<file path="src/rtl/axis_dwidth_pkg.sv">
// Shared constants and helpers for the AXI4-Stream width upsizer.
package axis_dwidth_pkg;

  localparam int DEFAULT_WIDTH   = 32;
  localparam int DEFAULT_NUM_REG = 2;

  function automatic int cnt_width(input int num_reg);
    return (num_reg > 1) ? $clog2(num_reg) : 1;
  endfunction

endpackage

</file>
<file path="src/rtl/axis_dwidth_upsize.sv">
// AXI4-Stream upsizer: packs NUM_REG narrow slave beats into one wide master beat,
// least-significant lane first; an early tlast flushes a zero-filled partial word.
module axis_dwidth_upsize
  import axis_dwidth_pkg::*;
#(
  parameter int WIDTH   = DEFAULT_WIDTH,
  parameter int NUM_REG = DEFAULT_NUM_REG
) (
  input  logic                     aclk,
  input  logic                     aresetn,
  input  logic                     s_axis_tvalid,
  output logic                     s_axis_tready,
  input  logic [WIDTH-1:0]         s_axis_tdata,
  input  logic                     s_axis_tlast,
  output logic                     m_axis_tvalid,
  input  logic                     m_axis_tready,
  output logic [WIDTH*NUM_REG-1:0] m_axis_tdata,
  output logic                     m_axis_tlast
);

  localparam int            CW        = cnt_width(NUM_REG);
  localparam int            MW        = WIDTH * NUM_REG;
  localparam logic [CW-1:0] LAST_LANE = CW'(NUM_REG - 1);

  logic [CW-1:0] cnt_q, cnt_d;
  logic [MW-1:0] lanes_q, lanes_d;
  logic [MW-1:0] m_data_q, m_data_d;
  logic          m_valid_q, m_valid_d;
  logic          m_last_q, m_last_d;

  logic [MW-1:0] word_s;
  logic          s_ready_s;
  logic          s_accept_s;
  logic          m_xfer_s;
  logic          complete_s;

  // Ready depends only on the output register and downstream ready, never on s_axis_tvalid.
  assign s_ready_s  = aresetn & (~m_valid_q | m_axis_tready);
  assign s_accept_s = s_axis_tvalid & s_ready_s;
  assign m_xfer_s   = m_valid_q & m_axis_tready;
  assign complete_s = (cnt_q == LAST_LANE) | s_axis_tlast;

  always_comb begin
    word_s                        = lanes_q;
    word_s[cnt_q*WIDTH +: WIDTH]  = s_axis_tdata;

    cnt_d     = cnt_q;
    lanes_d   = lanes_q;
    m_data_d  = m_data_q;
    m_last_d  = m_last_q;
    m_valid_d = m_valid_q & ~m_xfer_s;

    if (s_accept_s) begin
      if (complete_s) begin
        // Completing beat bypasses the lane registers straight into the output word.
        m_data_d  = word_s;
        m_last_d  = s_axis_tlast;
        m_valid_d = 1'b1;
        cnt_d     = {CW{1'b0}};
        lanes_d   = {MW{1'b0}};
      end else begin
        lanes_d = word_s;
        cnt_d   = cnt_q + CW'(1);
      end
    end else begin
      cnt_d   = cnt_q;
      lanes_d = lanes_q;
    end
  end

  always_ff @(posedge aclk or negedge aresetn) begin
    if (!aresetn) begin
      cnt_q     <= {CW{1'b0}};
      lanes_q   <= {MW{1'b0}};
      m_data_q  <= {MW{1'b0}};
      m_valid_q <= 1'b0;
      m_last_q  <= 1'b0;
    end else begin
      cnt_q     <= cnt_d;
      lanes_q   <= lanes_d;
      m_data_q  <= m_data_d;
      m_valid_q <= m_valid_d;
      m_last_q  <= m_last_d;
    end
  end

  assign s_axis_tready = s_ready_s;
  assign m_axis_tvalid = m_valid_q;
  assign m_axis_tdata  = m_data_q;
  assign m_axis_tlast  = m_last_q;

endmodule

</file>
<file path="config.mk">
export PLATFORM = sky130hd
export DESIGN_NAME = axis_dwidth_upsize
export DESIGN_NICKNAME = d
export VERILOG_FILES = /design/src/rtl/axis_dwidth_pkg.sv /design/src/rtl/axis_dwidth_upsize.sv
export SDC_FILE = /design/constraint.sdc
export NUM_CORES = 1
export LEC_CHECK = 0
export CAP_MARGIN = 0
export CORE_ASPECT_RATIO = 1.25
export CORE_MARGIN = 2
export CORE_UTILIZATION = 57
export CTS_CLUSTER_DIAMETER = 50
export DETAILED_ROUTE_END_ITERATION = 10
export PLACE_DENSITY = 0.92
export SLEW_MARGIN = 20
export SYNTH_ARGS = -nofsm -noshare
export SYNTH_HDL_FRONTEND = slang
export SYNTH_SLANG_ARGS = --single-unit
export TNS_END_PERCENT = 30
</file>
<file path="constraint.sdc">
create_clock -name aclk -period 4.1 [get_ports aclk]
set_input_delay 0.615 -clock aclk [delete_from_list [all_inputs] [get_ports aclk]]
set_output_delay 0.615 -clock aclk [all_outputs]
set_load 0.05 [all_outputs]
</file>
# == Yosys cells after proc, flatten, opt, wreduce, memory -nomap -nowiden ==
# Index checks and enable logic that the tools add are counted.
# totals
ff_bits,131
latch_bits,0
mem_bits_rw,0
rom_bits,0
elab_cells,23
n_memories,0
# classes
n_addsub,2
mul,0
n_div,0
order_cmp,0
n_eq_ne,0
shifts,2
n_mux,5
bitwise,8
reduce_logical,1
# ops
op,count
$bwmux 64,1
$mux 64,1
$shift 32x34->64 const A,1
$shiftx 32x34->64,1
$neg 6->34,1
$and 1x1->1,4
$mux 1,3
$not 1->1,2
$or 1x1->1,2
$reduce_and 2->1,1
$add 1x1->1 const B,1

# == Logic depth before layout (Yosys ltp) ==
# Gate-level depths: netlist of the first run.
# depth
depth_word,5
mapped_depth,6

# == Least setup slack after synthesis of the first run ==
# OpenSTA, ideal clock, no wires.
# synth_timing
path_kind,reg-to-output
start,"register m_valid_q, in the netlist m_axis_tvalid"
end,output s_axis_tready
t_arrival_ps,1634
path_slack_ps,1851
stages_incl_launch_ff,5
path_buffers,2
cell_sequence,dfrtp_1 -> or2b_2 -> buf_6 -> clkbuf_1 -> and2_1
# synth_via
elab_chain_len,3
# synth_rtl
item,line,source
"start, declared",axis_dwidth_upsize.sv:28,"logic m_valid_q, m_valid_d;"
"start signal, assigned",axis_dwidth_upsize.sv:82,m_valid_q <= m_valid_d;
$not 1->1,axis_dwidth_upsize.sv:38,assign s_ready_s = aresetn & (~m_valid_q | m_axis_tready);
$or 1x1->1,axis_dwidth_upsize.sv:38,
$and 1x1->1,axis_dwidth_upsize.sv:38,
"end, declared",axis_dwidth_upsize.sv:12,"output logic s_axis_tready,"
# No other way between the ends.

# == Worst setup path after layout of the first run ==
# layout_timing
start,input m_axis_tready
end,output s_axis_tready
# layout_via
elab_chain_len,2
# layout_rtl
item,line,source
"start, declared",axis_dwidth_upsize.sv:16,"input logic m_axis_tready,"
$or 1x1->1,axis_dwidth_upsize.sv:38,
$and 1x1->1,axis_dwidth_upsize.sv:38,
# No other way between the ends.

==> results.json, run 1 <==
{
  "clock.fmax_mhz": 355,
  "postRouteAntennaNets": 0,
  "crit_share_post_route_pct": 68.6,
  "grt_max_degree": 100,
  "cts-buffers-inserted": 17,
  "clock_power_share_pct": 31.6,
  "drcViolationCount": 0,
  "effective_utilization_at_floorplan_pct": 58.0,
  "ctsRootBufferMaster": "sky130_fd_sc_hd__clkbuf_16",
  "rr_startpoint": "cnt_q",
  "die_h_um": 117,
  "synthSimpleGateAreaFrac_pct": 10.7,
  "fill_cell_count": 612,
  "synthXorXnorAreaFrac_pct": 0,
  "synthMuxAreaShare_pct": 11.0,
  "ys_seq_area_share_pct": 56.5,
  "final_cell_mix": "sky130_fd_sc_hd__dfrtp_1 (130), sky130_fd_sc_hd__clkdlybuf4s50_1 (102), sky130_fd_sc_hd__mux2i_1 (64), sky130_fd_sc_hd__a31oi_1 (64), sky130_fd_sc_hd__a21oi_1 (54)",
  "floorplan.die_area_um2": 11000,
  "die_width_um": 94.2,
  "path_max_fanout": 2,
  "syn_avg_cell_area_um2": 11.1,
  "clock_tree_from_tritoncts": "yes",
  "yosys.cell_types.count": 24,
  "synth.cell_area_um2": 5800,
  "grt_antenna_before_repair": 0,
  "vias_per_cell": 6.63,
  "drt_pre_antenna_iters": 5,
  "synth-adder-area-share_pct": 0,
  "cts-resized-gates": 0,
  "run_status": "completed",
  "clk_transition_reported_paths_ns": 0.05,
  "rsz_0062_raised_after_global_routing": "false",
  "area_delta_synth_final_pct": 27.3,
  "rows": 41,
  "tightestPinTransition_ns": 1.02,
  "max_cap_viol_count": 0,
  "cell_internal_pwr_uw": 3130,
  "synth_nets": 558,
  "peakVddDrop_mv": 0.409,
  "ys_seq_elements": 131,
  "critPathLaunchType": "input pin",
  "number_of_warning_messages_in_the_yosys_log": 0,
  "tot_pwr_uw": 4990,
  "p_per_area_nw_per_um2": 676,
  "syn-instance-count": 521,
  "critical_path.endpoint_type": "output port",
  "pwr-share-comb_pct": 34.8,
  "cellLeakagePower_uw": 0.00337,
  "worstSkewPairLatency_ns": 0.42,
  "floorplan.io_pins": 104,
  "ff2ff_setup_slack_ns": 1.52,
  "io_buffer_count": 103,
  "multi_input_area_um2": 2210,
  "postCtsSetupBuffers": 0,
  "worst-endpoint-arrival_ns": 2.20,
  "core-area_um2": 10000,
  "synth_top_family_by_area": "compound AO/OA/AOI/OAI gates",
  "drt-wirelength-per-cell_um": 20.9,
  "grtUsageTotal_pct": 29.9,
  "num-nets-final": 633,
  "timing.clock.skew_ns": 0.00963,
  "max_buffers_root_to_sink": 2,
  "tritoncts_num_sinks": 131,
  "grt_pass1_wl_um": 25100,
  "detailed_router_s_first_iteration_violation_count": 557,
  "first_global_vias": 4789,
  "critPathRequiredTime_ns": 3.48,
  "gr-total-overflow": 0,
  "timing.final.crit_period_ns": 2.81,
  "hold_buffers": 0,
  "setup_violations": 0,
  "finalHoldViolCount": 0,
  "power_frac_seq_pct": 33.6,
  "register_area_um2": 3280,
  "p_sw_share_pct": 37.3,
  "htree_num_levels": 4,
  "gp_congestion": 0.809,
  "dpl.hpwl_um": 8590,
  "timing.setup.critical_path_class": "input pin to output port",
  "fraction_of_final_layout_cells_with_drive_strength_greater_than_1_pct": 9.69,
  "postLayoutCoreUtil_pct": 73.8,
  "antenna-diode-count": 0,
  "timing.slew.headroom_pct": 32.2,
  "r2r.worst_path.cells": 5,
  "postRouteWirelength_um": 15400,
  "hold_path.class": "input pin to asynchronous set/reset pin",
  "report.final.slew_viol_count": 0,
  "layout_commonest_cell": "sky130_fd_sc_hd__dfrtp_1",
  "share_of_the_synthesized_area_in_compound_gates_ao_oa_aoi_oai_pct": 16.1,
  "p_switching_uw": 1860,
  "r2r_end": "m_axis_tdata[45]",
  "fin_setup_tns_ns": 0,
  "detailroute.via_count": 4892
}
==> how the worst max path moves through the flow <==
stage | cells past startpoint | from | slack, ns | to
detailed placement | 5 | m_axis_tready | 1.02 | lanes_q[49]
finish | 4 | m_axis_tready | 1.29 | s_axis_tready
global placement | 5 | s_axis_tlast | 0.95 | m_axis_tdata[43]
CTS | 4 | m_axis_tready | 1.29 | s_axis_tready
global route | 5 | m_axis_tready | 1.24 | lanes_q[38]
floorplan | 4 | m_axis_tvalid | 1.85 | s_axis_tready
==> critical path: stages <==
cell	delay, ns
sky130_fd_sc_hd__clkdlybuf4s50_1	0.46
sky130_fd_sc_hd__or2b_4	0.27
sky130_fd_sc_hd__and2_1	0.16
sky130_fd_sc_hd__clkdlybuf4s50_1	0.70
==> cells by family after synthesis <==
kind of cell / after synthesis
buffers and inverters: 56
AO/OA/AOI/OAI: 162
flip-flops: 131
multiplexers: 64
AND/OR/NAND/NOR: 108
==> power by group through the flow <==
| stage | Combinational (uW) | Clock [uW] | Sequential, uW |
|---|---|---|---|
| global placement | 1690 | 0 | 1680 |
| global route | 1830 | 1650 | 1700 |
| CTS | 1740 | 1590 | 1670 |
| detailed placement | 1720 | 0 | 1690 |
| finish | 1740 | 1580 | 1680 |
| floorplan | 501 | 0 | 2330 |
==> state kept, by name, summed over array words and instances (netlist names) <==
| register | cells |
|---|---|
| m_axis_tdata | 64 |
| m_axis_tvalid | 1 |
| lanes_q | 64 |
| cnt_q | 1 |
| m_axis_tlast | 1 |
==> layout make-up <==
class,instances,area share [%]
flip-flops and latches,131,44.5
well taps,129,2.19
clock inverters,9,1.69
repair buffers,112,15.0
multi-input cells,334,29.9
clock buffers,23,6.74
==> cells in the mapped netlist <==
cell type	count	share of area, %
sky130_fd_sc_hd__dfrtp_1	131	57
sky130_fd_sc_hd__a31oi_1	64	6.9
sky130_fd_sc_hd__mux2i_1	64	11
sky130_fd_sc_hd__a21oi_1	54	4.7
sky130_fd_sc_hd__and2_1	34	3.7
sky130_fd_sc_hd__nand2_1	34	2.2
sky130_fd_sc_hd__nand4_1	32	3.5
sky130_fd_sc_hd__o21ai_0	32	2.8
sky130_fd_sc_hd__clkbuf_1	24	1.6
sky130_fd_sc_hd__buf_2	15	1.3
sky130_fd_sc_hd__a21oi_2	10	1.5
sky130_fd_sc_hd__buf_6	10	1.9
sky130_fd_sc_hd__buf_4	6	0.78
sky130_fd_sc_hd__a22o_1	1	0.15
sky130_fd_sc_hd__buf_1	1	0.065
sky130_fd_sc_hd__nand3_1	1	0.086
sky130_fd_sc_hd__nand3_4	1	0.30
sky130_fd_sc_hd__nor2_1	1	0.065
sky130_fd_sc_hd__nor2_2	1	0.11
sky130_fd_sc_hd__nor2b_4	1	0.24
sky130_fd_sc_hd__nor3_4	1	0.28
sky130_fd_sc_hd__o21a_1	1	0.13
sky130_fd_sc_hd__or2_4	1	0.15
sky130_fd_sc_hd__or2b_2	1	0.15
==> through the flow <==
stage                     std cells  instance area [um2]  hold WS [ns]  setup slack, ns
after global routing            738                 7380         0.445             1.24
after detailed placement        706                 6760         0.470             1.02
final                           738                 7380         0.374             1.29
after floorplan                 521                 5800         0.319             1.85
after CTS                       738                 7380         0.407             1.29
after global placement          705                 6740         0.468            0.947
==> metal layers <==
metal	wire, um	track usage (%)	part of all wire, %	up-vias
met5	0	0	0	-
met4	628	14.7	4.1	0
met3	1130	6.47	7.3	70
met2	7810	47.5	51	304
met1	5840	39.7	38	2465
li1	-	-	-	2053
No activity file was read; power rests on OpenSTA's default activity.
==> inputs of run 2 (changes only) <==
--- a/config.mk
+++ b/config.mk
@@ -8,10 +8,10 @@
 export CAP_MARGIN = 0
 export CORE_ASPECT_RATIO = 1.25
 export CORE_MARGIN = 2
-export CORE_UTILIZATION = 57
+export CORE_UTILIZATION = 53
 export CTS_CLUSTER_DIAMETER = 50
 export DETAILED_ROUTE_END_ITERATION = 10
-export PLACE_DENSITY = 0.92
+export PLACE_DENSITY = 0.86
 export SLEW_MARGIN = 20
 export SYNTH_ARGS = -nofsm -noshare
 export SYNTH_HDL_FRONTEND = slang
==> constraint.sdc (replaced) <==
create_clock -name aclk -period 2.9 [get_ports aclk]
set_input_delay 0.435 -clock aclk [delete_from_list [all_inputs] [get_ports aclk]]
set_output_delay 0.435 -clock aclk [all_outputs]
set_load 0.05 [all_outputs]
==> run 2 against run 1 <==
Sequential share of layout area shrank 0.46 points. Routed wire length shrank 1.2%. Critical path depth grew 1. Global-route usage shrank 3.0 points. Hold slack gained 0.11 ns. Core utilization shrank 3.5 points. Clock power grew 43%. Die area grew 7.3%. Total power grew 42%. Non-clock buffer count grew 6. Worst setup slack lost 1.0 ns. Flip-flop and latch count is the same. Critical path type unchanged.
==> results.json, run 2 (synthesis results as in run 1) <==
{
  "vias_per_cell": 6.30,
  "area_delta_synth_final_pct": 28.6,
  "first_global_vias": 4918,
  "tightestPinTransition_ns": 0.963,
  "rr_startpoint": "cnt_q",
  "floorplan.die_area_um2": 11800,
  "timing.clock.skew_ns": 0.00671,
  "hold_path.class": "register to register",
  "clock_tree_from_tritoncts": "yes",
  "peakVddDrop_mv": 0.516,
  "path_max_fanout": 34,
  "met2_wirelength_um": 7820,
  "cell_internal_pwr_uw": 4430,
  "worstSkewPairLatency_ns": 0.42,
  "grt_max_degree": 78,
  "ff2ff_setup_slack_ns": 0.73,
  "setup_violations": 0,
  "drt_pre_antenna_iters": 7,
  "io_buffer_count": 103,
  "p_switching_uw": 2660,
  "postCtsSetupBuffers": 0,
  "rsz_0062_raised_after_global_routing": "false",
  "htree_num_levels": 4,
  "finalHoldViolCount": 0,
  "worst_slack_setup_final_ns": 0.272,
  "run_status": "completed",
  "detailroute.via_count": 4706,
  "register_area_um2": 3280,
  "detailed_router_s_first_iteration_violation_count": 409,
  "critical_path.endpoint_type": "output port",
  "power_frac_seq_pct": 34.0,
  "r2r.worst_path.cells": 4,
  "postRouteWirelength_um": 15200,
  "crit_end": "s_axis_tready",
  "preCtsSetupSlack_ns": 0.508,
  "die_h_um": 121,
  "critPathLaunchType": "input pin",
  "final_area_um2": 7460,
  "layout_commonest_cell": "sky130_fd_sc_hd__dfrtp_1",
  "gp_congestion": 0.833,
  "timing.slew.headroom_pct": 35.8,
  "timing.final.crit_period_ns": 2.63,
  "ctsRootBufferMaster": "sky130_fd_sc_hd__clkbuf_16",
  "clock.fmax_mhz": 381,
  "whs_ns": 0.483,
  "dpl.hpwl_um": 9010,
  "core-area_um2": 10600,
  "p_sw_share_pct": 37.5,
  "die_width_um": 97.6,
  "p_per_area_nw_per_um2": 951,
  "routed.top_layer": "met4",
  "drt-wirelength-per-cell_um": 20.4,
  "antenna-diode-count": 0,
  "max_cap_viol_count": 0,
  "final_cell_mix": "sky130_fd_sc_hd__dfrtp_1 (130), sky130_fd_sc_hd__clkdlybuf4s50_1 (101), sky130_fd_sc_hd__mux2i_1 (64), sky130_fd_sc_hd__a31oi_1 (64), sky130_fd_sc_hd__a21oi_1 (54)",
  "max_buffers_root_to_sink": 2,
  "grt_pass1_wl_um": 25200,
  "placedInstanceArea_um2": 6830,
  "postRouteAntennaNets": 0,
  "worst-endpoint-arrival_ns": 2.19,
  "grt_antenna_before_repair": 0,
  "critPathRequiredTime_ns": 2.47,
  "tritoncts_num_sinks": 131,
  "cts-buffers-inserted": 17,
  "met1Wirelength_um": 6060,
  "hold_buffers": 1,
  "fill_cell_count": 730,
  "timing.setup.critical_path_class": "input pin to output port",
  "cp-startpoint": "aresetn",
  "tot_pwr_uw": 7090,
  "effective_utilization_at_floorplan_pct": 54.6,
  "gr-total-overflow": 0,
  "pwr-share-comb_pct": 34.1,
  "met3WireLength_um": 1080,
  "drcViolationCount": 0,
  "rows": 42,
  "floorplan.io_pins": 104,
  "clk_transition_reported_paths_ns": 0.05,
  "fin_setup_tns_ns": 0,
  "fraction_of_final_layout_cells_with_drive_strength_greater_than_1_pct": 10.7,
  "cellLeakagePower_uw": 0.00341,
  "crit_share_post_route_pct": 90.6,
  "grtUsageTotal_pct": 26.9,
  "r2r_end": "m_axis_tdata[34]",
  "clock_power_share_pct": 31.9,
  "report.final.slew_viol_count": 0,
  "num-nets-final": 639,
  "multi_input_area_um2": 2210,
  "cts-resized-gates": 0
}
-- run 2: cell types whose count changed in the layout (fill, tap and decap cells not counted), sizes merged --
cell	delta
clkinv	+4
bufinv	+1
buf	+6
dlygate4sd3	+1
clkdlybuf4s50	-1
clkbuf	-5
-- run 2: metal layers --
layer | global-route usage (%) | vias to the layer above
met5 | 0 | -
met4 | 10.5 | 0
met3 | 7.14 | 31
met2 | 43.4 | 231
met1 | 35.1 | 2380
li1 | - | 2064
-- run 2: worst min-delay path by stage --
stage | slack (ns) | from | cells past startpoint | end
detailed placement | 0.30 | aresetn | 1 | lanes_q[47]
floorplan | 0.14 | aresetn | 0 | cnt_q
finish | 0.48 | lanes_q[59] | 1 | lanes_q[59]
CTS | 0.49 | aresetn | 2 | lanes_q[22]
global placement | 0.30 | aresetn | 1 | lanes_q[53]
global route | 0.49 | aresetn | 2 | lanes_q[22]
-- run 2: stage by stage --
stage / instances / util [%]
after floorplan: 521 / -
after global placement: 714 / 64.3
final: 747 / 70.3
after detailed placement: 714 / 64.3
after CTS: 747 / 70.3
after global routing: 747 / 70.3
-- run 2: final cells by class --
cell class              count  share of cell area (%)
well taps                 132                    2.21
multi-input cells         334                    29.6
clock inverters            14                    2.50
clock buffers              18                    5.89
repair buffers            118                    15.8
flip-flops and latches    131                    44.0
-- run 2: critical path, cell delays in order --
cell and delay, ns:
sky130_fd_sc_hd__dlygate4sd3_1 0.59, sky130_fd_sc_hd__buf_6 0.25, sky130_fd_sc_hd__buf_4 0.43, sky130_fd_sc_hd__and2_1 0.31, sky130_fd_sc_hd__buf_12 0.17
-- run 2: power by group through the flow --
| stage | combinational (uW) | clock (uW) | sequential, uW |
|---|---|---|---|
| 6_report | 2420 | 2260 | 2410 |
| 4_1_cts | 2430 | 2270 | 2410 |
| 3_5_place_dp | 2410 | 0 | 2430 |
| 3_3_place_gp | 2370 | 0 | 2420 |
| 5_1_grt | 2540 | 2350 | 2440 |
| 2_1_floorplan | 708 | 0 | 3290 |
==> inputs of run 3 (changes only) <==
--- a/config.mk
+++ b/config.mk
@@ -11,6 +11,7 @@
 export CORE_UTILIZATION = 53
 export CTS_CLUSTER_DIAMETER = 50
 export DETAILED_ROUTE_END_ITERATION = 10
+export HOLD_SLACK_MARGIN = 0.06
 export PLACE_DENSITY = 0.86
 export SLEW_MARGIN = 20
 export SYNTH_ARGS = -nofsm -noshare
==> results of run 3 <==
Final layout, timing and power as in run 2 (identical DEF).
